===== src/rtl/fetch_decode_ctrl_if.sv =====
// Sequencer-side bus of the lab processor: PC/ROM inputs, register-file,
// ALU and data-memory strobes, and status flags.
interface fetch_decode_ctrl_if #(
    parameter int PC_W    = 3,
    parameter int INSTR_W = 12
) ();
    logic               start;
    logic [PC_W-1:0]    pc_addr;
    logic [INSTR_W-1:0] instr_in;
    logic               pc_ld;
    logic [INSTR_W-1:0] ir_q;
    logic [2:0]         rf_raddr_a;
    logic [2:0]         rf_raddr_b;
    logic [2:0]         rf_waddr;
    logic               rf_we;
    logic               rf_wsel;
    logic               alu_op;
    logic [3:0]         dm_addr;
    logic               dm_we;
    logic               busy;
    logic               halted;
    logic               illegal;

    modport master (
        input  start, pc_addr, instr_in,
        output pc_ld, ir_q, rf_raddr_a, rf_raddr_b, rf_waddr, rf_we, rf_wsel,
               alu_op, dm_addr, dm_we, busy, halted, illegal
    );

    modport slave (
        output start, pc_addr, instr_in,
        input  pc_ld, ir_q, rf_raddr_a, rf_raddr_b, rf_waddr, rf_we, rf_wsel,
               alu_op, dm_addr, dm_we, busy, halted, illegal
    );
endinterface


===== src/rtl/fetch_decode_ctrl.sv =====
// Multi-cycle fetch/decode/execute sequencer for the 3-bit-PC lab processor.
// Optional single-step mode (step port, PAUSE state) under `FDC_STEP_MODE_EN.
module fetch_decode_ctrl #(
    parameter int PC_W         = 3,
    parameter int INSTR_W      = 12,
    parameter int MEM_LAT      = 1,
    parameter int HALT_ON_WRAP = 0
) (
    input  logic clk,
    input  logic reset,
`ifdef FDC_STEP_MODE_EN
    input  logic step,
`endif
    fetch_decode_ctrl_if.master bus
);

    typedef enum logic [2:0] {
        S_IDLE,
        S_FETCH,
        S_DECODE,
        S_EXEC,
        S_MEM,
        S_WB,
        S_HALT
`ifdef FDC_STEP_MODE_EN
        , S_PAUSE
`endif
    } state_t;

    localparam logic [2:0] OP_NOP   = 3'b000;
    localparam logic [2:0] OP_LOAD  = 3'b001;
    localparam logic [2:0] OP_STORE = 3'b010;
    localparam logic [2:0] OP_ADD   = 3'b011;
    localparam logic [2:0] OP_SUB   = 3'b100;
    localparam logic [2:0] OP_HALT  = 3'b111;

    localparam logic [PC_W-1:0] PC_LAST  = '1;
    localparam logic [1:0]      LAT_LAST = 2'(MEM_LAT - 1);

    state_t             state, state_nxt, resume;
    logic [INSTR_W-1:0] ir_q;
    logic [PC_W-1:0]    pc_cur;
    logic [1:0]         lat_cnt;
    logic               illegal_q;

    logic [2:0] op, fld_r, fld_a, fld_b;
    logic [3:0] fld_addr;
    logic       op_illegal;

    assign op         = ir_q[11:9];
    assign fld_r      = ir_q[8:6];
    assign fld_a      = ir_q[5:3];
    assign fld_b      = ir_q[2:0];
    assign fld_addr   = ir_q[3:0];
    assign op_illegal = (op == 3'b101) || (op == 3'b110);

    // Where a completed instruction goes: halt at the top address when
    // wrap-halting is enabled, otherwise on to the next fetch (or pause).
    always_comb begin
        resume = S_FETCH;
`ifdef FDC_STEP_MODE_EN
        resume = S_PAUSE;
`endif
        if (HALT_ON_WRAP != 0 && pc_cur == PC_LAST) begin
            resume = S_HALT;
        end
    end

    always_ff @(posedge clk or posedge reset) begin
        if (reset) begin
            state <= S_IDLE;
        end else begin
            state <= state_nxt;
        end
    end

    always_comb begin
        state_nxt = state;
        case (state)
            S_IDLE:   if (bus.start) state_nxt = S_FETCH;
            S_FETCH:  state_nxt = S_DECODE;
            S_DECODE: begin
                case (op)
                    OP_NOP:                  state_nxt = resume;
                    OP_LOAD:                 state_nxt = S_MEM;
                    OP_STORE, OP_ADD, OP_SUB: state_nxt = S_EXEC;
                    default:                 state_nxt = S_HALT;
                endcase
            end
            S_EXEC:   state_nxt = resume;
            S_MEM:    if (lat_cnt == LAT_LAST) state_nxt = S_WB;
            S_WB:     state_nxt = resume;
            S_HALT:   state_nxt = S_HALT;
`ifdef FDC_STEP_MODE_EN
            S_PAUSE:  if (step) state_nxt = S_FETCH;
`endif
            default:  state_nxt = S_IDLE;
        endcase
    end

    always_ff @(posedge clk or posedge reset) begin
        if (reset) begin
            ir_q      <= '0;
            pc_cur    <= '0;
            lat_cnt   <= '0;
            illegal_q <= 1'b0;
        end else begin
            if (state == S_FETCH) begin
                ir_q   <= bus.instr_in;
                pc_cur <= bus.pc_addr;
            end
            if (state == S_MEM) begin
                lat_cnt <= (lat_cnt == LAT_LAST) ? 2'd0 : lat_cnt + 2'd1;
            end
            if (state == S_DECODE && op_illegal) begin
                illegal_q <= 1'b1;
            end
        end
    end

    // Moore outputs decoded from state and the held instruction.
    always_comb begin
        bus.pc_ld      = 1'b0;
        bus.rf_raddr_a = 3'd0;
        bus.rf_raddr_b = 3'd0;
        bus.rf_waddr   = 3'd0;
        bus.rf_we      = 1'b0;
        bus.rf_wsel    = 1'b0;
        bus.alu_op     = 1'b0;
        bus.dm_addr    = 4'd0;
        bus.dm_we      = 1'b0;
        bus.busy       = 1'b0;
        case (state)
            S_FETCH:  bus.busy = 1'b1;
            S_DECODE: begin
                bus.busy  = 1'b1;
                bus.pc_ld = 1'b1;
            end
            S_EXEC: begin
                bus.busy = 1'b1;
                if (op == OP_STORE) begin
                    bus.rf_raddr_a = fld_r;
                    bus.dm_addr    = fld_addr;
                    bus.dm_we      = 1'b1;
                end else begin
                    bus.rf_raddr_a = fld_a;
                    bus.rf_raddr_b = fld_b;
                    bus.alu_op     = (op == OP_SUB);
                    bus.rf_waddr   = fld_r;
                    bus.rf_we      = 1'b1;
                end
            end
            S_MEM: begin
                bus.busy    = 1'b1;
                bus.dm_addr = fld_addr;
            end
            S_WB: begin
                bus.busy     = 1'b1;
                bus.dm_addr  = fld_addr;
                bus.rf_waddr = fld_r;
                bus.rf_wsel  = 1'b1;
                bus.rf_we    = 1'b1;
            end
            default: ;
        endcase
    end

    assign bus.ir_q    = ir_q;
    assign bus.halted  = (state == S_HALT);
    assign bus.illegal = illegal_q;

endmodule


===== src/flat_wrapper.sv =====
// flat-port wrapper written by rule: the top's interface ports become plain ports
module fetch_decode_ctrl_flat 
#(
    parameter int PC_W         = 3,
    parameter int INSTR_W      = 12,
    parameter int MEM_LAT      = 1,
    parameter int HALT_ON_WRAP = 0
)
  (clk, reset, bus_start, bus_pc_addr, bus_instr_in, bus_pc_ld, bus_ir_q, bus_rf_raddr_a, bus_rf_raddr_b, bus_rf_waddr, bus_rf_we, bus_rf_wsel, bus_alu_op, bus_dm_addr, bus_dm_we, bus_busy, bus_halted, bus_illegal);
  fetch_decode_ctrl_if #(.PC_W(PC_W), .INSTR_W(INSTR_W)) bus_i ();
  input  logic clk;
  input  logic reset;
  input wire logic [$bits(bus_i.start)-1:0] bus_start;
  input wire logic [$bits(bus_i.pc_addr)-1:0] bus_pc_addr;
  input wire logic [$bits(bus_i.instr_in)-1:0] bus_instr_in;
  output wire logic [$bits(bus_i.pc_ld)-1:0] bus_pc_ld;
  output wire logic [$bits(bus_i.ir_q)-1:0] bus_ir_q;
  output wire logic [$bits(bus_i.rf_raddr_a)-1:0] bus_rf_raddr_a;
  output wire logic [$bits(bus_i.rf_raddr_b)-1:0] bus_rf_raddr_b;
  output wire logic [$bits(bus_i.rf_waddr)-1:0] bus_rf_waddr;
  output wire logic [$bits(bus_i.rf_we)-1:0] bus_rf_we;
  output wire logic [$bits(bus_i.rf_wsel)-1:0] bus_rf_wsel;
  output wire logic [$bits(bus_i.alu_op)-1:0] bus_alu_op;
  output wire logic [$bits(bus_i.dm_addr)-1:0] bus_dm_addr;
  output wire logic [$bits(bus_i.dm_we)-1:0] bus_dm_we;
  output wire logic [$bits(bus_i.busy)-1:0] bus_busy;
  output wire logic [$bits(bus_i.halted)-1:0] bus_halted;
  output wire logic [$bits(bus_i.illegal)-1:0] bus_illegal;
  assign bus_i.start = bus_start;
  assign bus_i.pc_addr = bus_pc_addr;
  assign bus_i.instr_in = bus_instr_in;
  assign bus_pc_ld = bus_i.pc_ld;
  assign bus_ir_q = bus_i.ir_q;
  assign bus_rf_raddr_a = bus_i.rf_raddr_a;
  assign bus_rf_raddr_b = bus_i.rf_raddr_b;
  assign bus_rf_waddr = bus_i.rf_waddr;
  assign bus_rf_we = bus_i.rf_we;
  assign bus_rf_wsel = bus_i.rf_wsel;
  assign bus_alu_op = bus_i.alu_op;
  assign bus_dm_addr = bus_i.dm_addr;
  assign bus_dm_we = bus_i.dm_we;
  assign bus_busy = bus_i.busy;
  assign bus_halted = bus_i.halted;
  assign bus_illegal = bus_i.illegal;
  fetch_decode_ctrl #(.PC_W(PC_W), .INSTR_W(INSTR_W), .MEM_LAT(MEM_LAT), .HALT_ON_WRAP(HALT_ON_WRAP)) u_core (.clk(clk), .reset(reset), .bus(bus_i));
endmodule

===== config.mk =====
export PLATFORM = sky130hd
export DESIGN_NAME = fetch_decode_ctrl_flat
export DESIGN_NICKNAME = d
export VERILOG_FILES = /design/src/rtl/fetch_decode_ctrl_if.sv /design/src/rtl/fetch_decode_ctrl.sv /design/src/flat_wrapper.sv
export SDC_FILE = /design/constraint.sdc
export NUM_CORES = 1
export LEC_CHECK = 0
export BUFFER_PORTS_ARGS = -buffer_cell sky130_fd_sc_hd__buf_2
export CORE_ASPECT_RATIO = 1.25
export CORE_MARGIN = 4
export CORE_UTILIZATION = 40
export DETAILED_ROUTE_END_ITERATION = 16
export GPL_TIMING_DRIVEN = 0
export PLACE_DENSITY = 0.72
export SYNTH_ARGS = -nofsm -noshare
export SYNTH_HDL_FRONTEND = slang
export SYNTH_SLANG_ARGS = --single-unit
export TNS_END_PERCENT = 50

===== constraint.sdc =====
create_clock -name clk -period 1.75 [get_ports clk]
set_input_delay 0.175 -clock clk [delete_from_list [all_inputs] [get_ports clk]]
set_output_delay 0.175 -clock clk [all_outputs]
set_load 0.005 [all_outputs]

## After elaboration in Yosys (flattened, before gate mapping)

Index checks and enable logic that the tools add are counted.

| operators by class | value |
|---|---|
| muxes and demuxes | 22 |
| reduce and logical (&&, ||, !) cells | 10 |
| add/subtract/negate cells | 1 |
| eq/ne operators | 14 |

Operators by type and width:

| cell | number |
|---|---|
| $mux 3 | 7 |
| $eq 3x3->1 const B | 6 |
| $pmux 3 s6 | 1 |
| $eq 3x2->1 const B | 4 |
| $pmux 3 s3 | 1 |
| $mux 1 | 8 |
| $pmux 4 s2 | 1 |
| $eq 3x1->1 const B | 2 |
| $logic_not 3->1 | 2 |
| $pmux 3 s2 | 1 |
| $reduce_or 5->1 | 1 |
| $mux 4 | 1 |
| $ne 2x2->1 const B | 2 |
| $reduce_or 2->1 | 2 |
| $reduce_or 3->1 | 1 |
| $add 2x1->2 const B | 1 |
| $logic_not 2->1 | 1 |
| $mux 2 | 1 |
| $pmux 1 s2 | 1 |
| $reduce_and 2->1 | 1 |
| $logic_and 1x1->1 | 1 |
| $logic_or 1x1->1 | 1 |

| storage, ports and cells | value |
|---|---|
| logic and storage cells | 51 |
| input port bits | 18 |
| output and inout bits | 33 |
| register bits | 18 |

## Depth between registers and ports, before layout

Gate-level depths: netlist (run 1).

| depth | value |
|---|---|
| word-level depth | 4 |
| depth in mapped cells | 4 |
| depth with buffers taken out | 4 |

## Least setup slack after synthesis (run 1)

OpenSTA, ideal clock, no wires.

| path | value |
|---|---|
| path kind | register to register |
| start point | register u_core.state[1] |
| end point | register u_core.ir_q[11] (netlist: u_core.bus.ir_q[11]) |
| buffers on the path | 2 |
| required time | 1.625 ns |
| setup slack | 0.350 ns |
| period minus slack after synthesis | 1.400 ns |
| arrival time | 1.276 ns |
| stages on the path, launching flop included | 5 |
| library setup time | 0.125 ns |
| path through | dfrtp_1 > buf_2 > nor3b_4 > buf_4 > mux2_2 |

| between the ends | value |
|---|---|
| cells in the longest elaborated chain, start to end | 1 |

RTL lines:

| what | line | text |
|---|---|---|
| start: declaration | fetch_decode_ctrl.sv:40 | `state_t state, state_nxt, resume;` |
| start signal: assignment | fetch_decode_ctrl.sv:73 | `state <= state_nxt;` |
| $eq 3x1->1 | fetch_decode_ctrl.sv:108 | `if (state == S_FETCH) begin` |
| end signal: assignment | fetch_decode_ctrl.sv:109 | `ir_q <= bus.instr_in;` |
| end: declaration | fetch_decode_ctrl.sv:41 | `logic [INSTR_W-1:0] ir_q;` |

No other way between the ends.
A chain may end at the register's enable or synchronous reset.

## Worst setup path after layout (run 1)

| path | value |
|---|---|
| start point | register u_core.ir_q[11] (netlist: u_core.bus.ir_q[11]) |
| end point | output port bus_rf_raddr_a[0] |

| between the ends | value |
|---|---|
| cells in the longest elaborated chain, start to end | 3 |

RTL lines:

| what | line | text |
|---|---|---|
| $eq 3x2->1 | fetch_decode_ctrl.sv:141 | `if (op == OP_STORE) begin` |
| $mux 3 | fetch_decode_ctrl.sv:141 |  |
| $mux 3 | fetch_decode_ctrl.sv:133 | `case (state)` |
| end: declaration | flat_wrapper.sv:18 | `output wire logic [$bits(bus_i.rf_raddr_a)-1:0] bus_rf_raddr_a;` |

No other way between the ends.

==> summary.md, run 1 <==
| Metric | Value |
|---|---|
| DR pass1 iterations | `4` |
| Dpl hpwl | `1740 um` |
| Relative slew slack | `54.8%` |
| Area leader, netlist | `dfrtp_1` |
| I/O pin total | `51` |
| Port Buffers | `47` |
| Grt ovf | `0` |
| Commonest cells in the netlist | `18 x dfrtp_1, 14 x mux2_2, 8 x and2_1, 7 x nor2_1, 5 x nor2b_1` |
| Routability cong. | `0.761` |
| H-tree level count | `1` |
| RSZ-0062 raised after global routing | `yes` |
| Row count | `19` |
| Clk pwr share | `11.3%` |
| HP Class | `input port to flop` |
| Switching share of power | `38.4%` |
| Pin count of the biggest net entering global routing | `19` |
| Initial antenna violation count | `0` |
| Mapped cell area | `995 um^2` |
| Final Critical Period | `1.83 ns` |
| Root buffer selected by CTS | `clkbuf_4` |
| Startpoint class of the critical path | `flop` |
| DR iter-0 viols | `17` |
| Layout cell share with drive strength beyond 1 | `59.3%` |
| Cells on worst reg2reg path | `4` |
| Routed Wire Length | `2370 um` |
| Yosys cell types | `29` |
| Die Y | `63.8 um` |
| Path type of the worst setup path | `flop to primary output` |
| Critical Path End Type | `primary output` |
| Sequential element share of the synthesized area | `45.3%` |
| Vias/cell | `4.81` |
| Flops & latches, synth | `18` |
| Top cell type's share of synthesized area | `45.3%` |
| LEAKAGE | `0.700 nW` |
| Hold Vio Cnt, Final | `0` |
| Reg clk slew, reported paths | `0.11 ns` |
| Area grow syn2layout | `39.0%` |
| Synth async-reset ratio | `100%` |
| Worst Hold Depth | `2` |
| Switching power | `906 uW` |
| Worst Clk Skew | `0.00825 ns` |
| Post-synth EDFFs | `0` |
| Max Transition Viols Final | `0` |
| Worst Slack Setup Final | `-0.0779 ns` |
| Final period utilization | `104%` |
| Vias | `846` |
| Part of the power in registers | `31.9%` |
| Ys flop type | `dfrtp_1` |
| Combinational fraction of design power | `56.8%` |
| Vias in the first global route | `863` |
| Mapped Avg Cell Area | `11.2 um^2` |
| Failing checks | `setup timing` |
| Initial Utilization | `43.6%` |
| Internal power | `1.45 mW` |
| CTS buffer count | `3` |
| Setup TNS | `-0.327 ns` |
| WL per Instance | `13.5 um` |
| Final core utilization | `60.6%` |
| Max frequency | `547 MHz` |
| First-pass GRT wire length | `3950 um` |
| CTS Buffer Depth | `2` |
| ANT cells | `0` |
| Core Box Area | `2280 um^2` |
| Synth area leaders | `dfrtp_1 45%, mux2_2 16%, and2_1 5.0%, nor2b_1 3.1%, nor2_1 2.6%` |
| Slew @ Worst Pin | `0.677 ns` |
| Data arrival time of the worst path | `1.65 ns` |
| Critical Path Fanout Max | `6` |
| ANT nets after route | `0` |
| Top-count cell post-synth | `dfrtp_1` |
| Pwr Total | `2.36 mW` |
| YS warnings | `0` |
| Max Cap Viol | `0` |
| CTS tree | `built` |
| Sink Count | `18` |
| DIE AREA | `3350 um^2` |
| Status | `complete, but fails checks` |
| Synth Instances | `89` |
| All-layer global routing usage | `15.6%` |
| Clk_lat worst skew | `0.30 ns` |
| # nets final | `166` |
| Die width | `52.6 um` |
| Cell Pwr Density | `1710 nW/um^2` |
| Setup violations, final | `14` |
| Number of remaining DRC errors | `0` |
| VDD IR max | `0.989 mV` |
| Mapped Nets | `109` |
| Worst Path Required | `1.57 ns` |
## layout by cell type, fill, tap and decap left out, drive strengths merged, types with 2 or more instances in the layout
cell	n
buf	54
dfrtp	18
mux2	14
nor2	8
and2	8
nor2b	6
clkbuf	5
inv	4
nand2	3
a22o	3
a21oi	3
o21ai	3
nand2b	2
nor3	2
ha	2
## power by group through the flow
stage / logic, mW / clock network [mW] / registers, mW
finish: 1.34 / 0.266 / 0.753
global route: 1.48 / 0.287 / 0.779
CTS: 1.31 / 0.267 / 0.755
detailed placement: 1.18 / 0 / 0.800
global placement: 1.16 / 0 / 0.781
floorplan: 0.756 / 0 / 0.779
## through the flow
step                hold slack (ns)  cell area (um^2)  setup WS, ns  std cells
detailed placement            0.321              1270         0.180        167
floorplan                     0.114               995         0.350         89
CTS                          0.0914              1350       -0.0682        175
global route                 0.0842              1380        -0.123        176
global placement              0.308              1270         0.199        167
finish                       0.0928              1380       -0.0779        176
## sequential cells by signal, summed over array words and instances (netlist names)
register / count
u_core.bus.ir_q: 12
u_core.state: 3
u_core.bus.illegal: 1
u_core.lat_cnt: 2
## path summary, 6_finish.rpt
check / slack, ns / startpoint / endpoint
hold / removal: 0.09 / bus_instr_in[3] / u_core.bus.ir_q[3]
setup reg to reg: 0.16 / u_core.state[1] / u_core.bus.ir_q[4]
hold reg to reg: 0.49 / u_core.bus.illegal / u_core.bus.illegal
setup / recovery: -0.08 / u_core.bus.ir_q[11] / bus_rf_raddr_a[0]
min in group asynchronous: 0.50 / reset / u_core.bus.ir_q[3]
max in group asynchronous: 0.78 / reset / u_core.bus.ir_q[9]
## worst max-delay path: stages, from the launching register on
cell and delay (ns):
dfrtp_2 0.42, or3b_4 0.45, nor2b_4 0.17, a22o_1 0.19, buf_2 0.13
## kinds of logic after synthesis
| family | share of synthesized area (%) |
|---|---|
| and+or+nand+nor | 21.8 |
| adders and majority gates | 2.52 |
| DFF | 45.3 |
| buffers and inverters | 3.65 |
| muxes | 16.9 |
| xor gates and xnor gates | 0.881 |
| AOI/OAI and AO/OA | 9.06 |
## repair_timing
item | 4_1_cts | 5_1_grt
hold buffers | 1 | 0
endpoints found under the hold margin | 18 | 0
resized for setup | 5 | 4
setup buffers | 3 | 1
pin swaps | 2 | 6
endpoints found under the setup margin | 15 | 16
## metal layers
metal | vias to the layer above | track usage, % | share of wire, %
li1 | 416 | - | -
met1 | 386 | 20.3 | 43
met2 | 38 | 24.8 | 47
met3 | 6 | 3.72 | 8.0
met4 | 0 | 5.75 | 1.8
met5 | - | 0 | 0
## area by class of cell
class                   instances  area, um^2
fillers                       218         900
multi-input cells              63         533
flip-flops and latches         18         454
repair buffers                 52         282
well taps                      31        38.8
clock buffers                   4        36.3
plain buffers                   4        23.8
inverters                       4        15.0
(Power assumes the default switching activity.)
==> inputs of run 2 (changes only) <==
- clock period: 1.75 -> 2.13 ns (I/O delays scaled with it)
==> summary.md, run 2 (same netlist as run 1, synthesis figures left out) <==
| Metric | Value |
|---|---|
| Status | `complete, but fails checks` |
| Failing checks | `hold timing` |
| Relative slew slack | `54.4%` |
| Cell Pwr Density | `1400 nW/um^2` |
| Fin Hold WS | `-0.00211 ns` |
| Post-CTS sizing | `0` |
| M1 wire length | `986 um` |
| Routed Wire Length | `2290 um` |
| Max Transition Viols Final | `0` |
| Grt ovf | `0` |
| VDD IR max | `0.782 mV` |
| Dpl ws | `0.522 ns` |
| DIE AREA | `3350 um^2` |
| I/O pin total | `51` |
| Vias | `826` |
| Max reg flops | `12` |
| CTS tree | `built` |
| Worst Clk Skew | `0.00485 ns` |
| DR iter-0 viols | `15` |
| Worst Slack Setup Final | `0.184 ns` |
| Area grow syn2layout | `31.2%` |
| Commonest non-fill, non-tap cells in the layout | `49 x buf_2, 18 x dfrtp_1, 14 x mux2_2, 8 x and2_1, 7 x nor2_1` |
| Vias in the first global route | `854` |
| Flop2flop setup slack | `0.56 ns` |
| CTS buffer count | `3` |
| Data arrival time of the worst path | `1.73 ns` |
| Final period utilization | `91.3%` |
| Final cell count without fillers | `171` |
| Startpoint class of the critical path | `flop` |
| Core Box Area | `2280 um^2` |
| Critical Path End Type | `primary output` |
| Die width | `52.6 um` |
| Worst Path Required | `1.92 ns` |
| First-pass GRT wire length | `3920 um` |
| Path type of the worst setup path | `flop to primary output` |
| Reg clk slew, reported paths | `0.11 ns` |
| WL per Instance | `13.4 um` |
| Routed wl met2 | `1080 um` |
| Row count | `19` |
| Final core utilization | `57.2%` |
| Largest registers | `u_core.bus.ir_q: 12 flops, u_core.state: 3 flops, u_core.lat_cnt: 2 flops` |
| Post-CTS Hold Fix Bufs | `0` |
| CTS Buffer Depth | `2` |
| Dpl cells | `167` |
| Sink Count | `18` |
| Final Critical Period | `1.95 ns` |
| Die Y | `63.8 um` |
| Pwr Total | `1.82 mW` |
| Met3 Wirelength | `184 um` |
| # nets final | `161` |
| ANT nets after route | `0` |
| Cells on worst reg2reg path | `4` |
| Vias/cell | `4.83` |
| Setup TNS | `0 ns` |
| Critical Path Fanout Max | `7` |
| Slew @ Worst Pin | `0.684 ns` |
| Dpl hpwl | `1740 um` |
| Commonest non-fill, non-tap cell in the layout | `buf_2` |
| Hold Vio Cnt, Final | `10` |
| RSZ-0062 raised after global routing | `no` |
| HP Class | `input port to asynchronous set/reset pin` |
| Max frequency | `514 MHz` |
| Layout cell share with drive strength beyond 1 | `55.0%` |
| Clk_lat worst skew | `0.30 ns` |
| All-layer global routing usage | `15.4%` |
| H-tree level count | `1` |
| Number of setup buffers added after CTS | `0` |
| Top reg by flops | `u_core.bus.ir_q` |
| Port Buffers | `47` |
| DR top layer | `met4` |
| Setup violations, final | `0` |
| Max Cap Viol | `0` |
| Initial Utilization | `43.6%` |
| Reg-to-reg endpoint | `u_core.bus.ir_q[5]` |
| Number of remaining DRC errors | `0` |
| ANT cells | `0` |
| Pin count of the biggest net entering global routing | `19` |
| Root buffer selected by CTS | `clkbuf_4` |
| DR pass1 iterations | `4` |
| Routability cong. | `0.761` |
| Initial antenna violation count | `0` |
| R2R Path Start | `u_core.state[1]` |
| LEAKAGE | `0.662 nW` |
-- run 2: metal layers --
metal,up-vias,GRT usage (%)
li1,402,-
met1,381,20.4
met2,38,24.1
met3,5,3.72
met4,0,5.75
met5,-,0
-- run 2: layout make-up --
cell class | count | area [um^2]
fill | 221 | 977
multi-input combinational | 63 | 508
sequential | 18 | 450
timing repair buffer | 47 | 235
tap | 31 | 38.8
clock buffer | 4 | 36.3
buffer | 4 | 21.3
inverter | 4 | 15.0
-- run 2: how the worst max path moves through the flow --
| stage | start | to | slack [ns] | cells past startpoint |
|---|---|---|---|---|
| 2_1_floorplan | u_core.bus.ir_q[10] | bus_rf_raddr_a[0] | 0.70 | 3 |
| 3_3_place_gp | u_core.bus.ir_q[10] | bus_dm_addr[1] | 0.54 | 4 |
| 3_5_place_dp | u_core.bus.ir_q[10] | bus_rf_raddr_a[0] | 0.52 | 4 |
| 4_1_cts | u_core.bus.ir_q[10] | bus_rf_raddr_a[0] | 0.17 | 4 |
| 5_1_grt | u_core.state[2] | bus_alu_op | 0.07 | 4 |
| 6_report | u_core.bus.ir_q[10] | bus_rf_raddr_a[0] | 0.18 | 4 |
-- run 2: critical path, cell delays in order (launching register included) --
cell     delay, ns
dfrtp_1       0.49
or3b_4        0.46
nor2b_4       0.17
a22o_1        0.19
buf_2         0.12
-- run 2: metrics by stage --
stage               instance area [um^2]  hold slack [ns]
finish                              1310         -0.00211
global route                        1310           0.0545
CTS                                 1310           0.0236
detailed placement                  1270            0.359
global placement                    1270            0.346
floorplan                            995            0.152
-- run 2: power breakdown --
group	total, mW	switching, mW	internal, mW
Clock	0.215	0.110	0.104
Combinational	0.959	0.436	0.522
Sequential	0.648	0.153	0.495
Total	1.82	0.700	1.12
==> inputs of run 3 (changes only) <==
- GPL_TIMING_DRIVEN: 0 -> 1
- SKIP_LAST_GASP: not set -> 1
==> summary.md, run 3 (same netlist as run 1, synthesis figures left out) <==
| Metric | Value |
|---|---|
| Status | `complete, no violations` |
| Post-CTS sizing | `0` |
| Final Critical Period | `1.91 ns` |
| Initial antenna violation count | `0` |
| Grt ovf | `0` |
| Row count | `19` |
| I/O pin total | `51` |
| Vias/cell | `4.96` |
| Worst Clk Skew | `0.00371 ns` |
| R2R Path Start | `u_core.state[0]` |
| Commonest non-fill, non-tap cell in the layout | `buf_2` |
| Worst Path Required | `1.92 ns` |
| Final period utilization | `89.9%` |
| Number of setup buffers added after CTS | `0` |
| Reg clk slew, reported paths | `0.10 ns` |
| Footprint of the multi-input gates | `508 um^2` |
| Commonest non-fill, non-tap cells in the layout | `47 x buf_2, 18 x dfrtp_1, 14 x mux2_2, 8 x and2_1, 7 x nor2_1` |
| # nets final | `158` |
| First-pass GRT wire length | `3830 um` |
| VDD IR max | `0.752 mV` |
| FILL cells | `218` |
| Setup violations, final | `0` |
| Max Transition Viols Final | `0` |
| Internal power | `1.11 mW` |
| LEAKAGE | `0.651 nW` |
| Die Y | `63.8 um` |
| Combinational fraction of design power | `48.7%` |
| Area grow syn2layout | `29.8%` |
| Relative slew slack | `54.9%` |
| Routed Wire Length | `2170 um` |
| Setup TNS | `0 ns` |
| Initial Utilization | `43.6%` |
| All-layer global routing usage | `14.5%` |
| Clk pwr share | `11.7%` |
| DR pass1 iterations | `3` |
| Routability cong. | `0.726` |
| Top reg by flops | `u_core.bus.ir_q` |
| Pin count of the biggest net entering global routing | `19` |
| Slew @ Worst Pin | `0.676 ns` |
| Sink Count | `18` |
| HP Class | `input port to asynchronous set/reset pin` |
| Max Cap Viol | `0` |
| Switching power | `679 uW` |
| Path type of the worst setup path | `flop to primary output` |
| DR iter-0 viols | `15` |
| Core Box Area | `2280 um^2` |
| Reg-to-reg endpoint | `u_core.bus.ir_q[10]` |
| Root buffer selected by CTS | `clkbuf_4` |
| Data arrival time of the worst path | `1.70 ns` |
| Port Buffers | `47` |
| Post-CTS Hold Fix Bufs | `0` |
| Clk_lat worst skew | `0.29 ns` |
| Flop2flop setup slack | `0.61 ns` |
| Startpoint class of the critical path | `flop` |
| Cells on worst reg2reg path | `3` |
| Die width | `52.6 um` |
| FF/Latch Area | `450 um^2` |
| Pwr Total | `1.78 mW` |
| Hold Vio Cnt, Final | `0` |
| WL per Instance | `12.9 um` |
| ANT nets after route | `0` |
| Dpl hpwl | `1660 um` |
| H-tree level count | `1` |
| Final cell count without fillers | `168` |
| Dpl cells | `164` |
| CTS buffer count | `3` |
| Vias | `833` |
| ANT cells | `0` |
| Max frequency | `522 MHz` |
| Critical Path Fanout Max | `7` |
| Part of the power in registers | `39.6%` |
| Largest registers | `u_core.bus.ir_q: 12 flops, u_core.state: 3 flops, u_core.lat_cnt: 2 flops` |
| Vias in the first global route | `857` |
| CTS tree | `built` |
| Number of remaining DRC errors | `0` |
| Fin Hold WS | `0.000632 ns` |
| DIE AREA | `3350 um^2` |
| Layout cell share with drive strength beyond 1 | `54.7%` |
| Critical Path End Type | `primary output` |
| Max reg flops | `12` |
| CTS Buffer Depth | `2` |
| Switching share of power | `38.0%` |
| Cell Pwr Density | `1380 nW/um^2` |
| RSZ-0062 raised after global routing | `no` |
## run 3: cell types whose count changed in the layout (fill, tap and decap cells not counted), sizes merged
cell / previous run / this run
buf: 50 / 48
clkbuf: 5 / 4
## run 3: worst max-delay path: stages (launching register included)
cell,delay (ns)
dfrtp_1,0.48
or3b_4,0.46
nor2b_4,0.17
a22o_1,0.19
buf_2,0.12
## run 3: routing by layer
layer	share of wire, %	track usage (%)	vias to the layer above
met2	47	22.8	35
met1	44	20.1	395
met4	0.65	4.79	0
li1	-	-	401
met3	7.9	2.56	2
met5	0	0	-
## run 3: power groups by stage
stage | clock network, mW | logic (mW) | registers, mW
6_report | 0.209 | 0.868 | 0.707
3_3_place_gp | 0 | 0.871 | 0.701
4_1_cts | 0.218 | 0.888 | 0.710
3_5_place_dp | 0 | 0.884 | 0.716
5_1_grt | 0.231 | 0.970 | 0.747
2_1_floorplan | 0 | 0.621 | 0.640
## run 3: worst max path at each step
stage               cells past startpoint           endpoint           startpoint
CTS                                     4  bus_rf_raddr_a[0]  u_core.bus.ir_q[10]
global placement                        4     bus_dm_addr[1]  u_core.bus.ir_q[10]
global route                            4     bus_dm_addr[0]      u_core.state[2]
floorplan                               3  bus_rf_raddr_a[0]  u_core.bus.ir_q[10]
finish                                  4  bus_rf_raddr_a[0]  u_core.bus.ir_q[10]
detailed placement                      4  bus_rf_raddr_a[0]  u_core.bus.ir_q[10]
## run 3: layout make-up
class / count / share of cell area, %
Clock buffer: 4 / 2.81
Inverter: 4 / 1.16
Sequential cell: 18 / 34.9
Tap cell: 31 / 3.00
Timing Repair Buffer: 48 / 18.8
Multi-Input combinational cell: 63 / 39.3
## run 3: through the flow
| stage | utilization, % | setup slack (ns) | area, um^2 |
|---|---|---|---|
| after global placement | 55.0 | 0.546 | 1250 |
| final | 56.6 | 0.215 | 1290 |
| after floorplan | - | 0.702 | 995 |
| after CTS | 56.6 | 0.186 | 1290 |
| after global routing | 56.6 | 0.102 | 1290 |
| after detailed placement | 55.0 | 0.532 | 1250 |
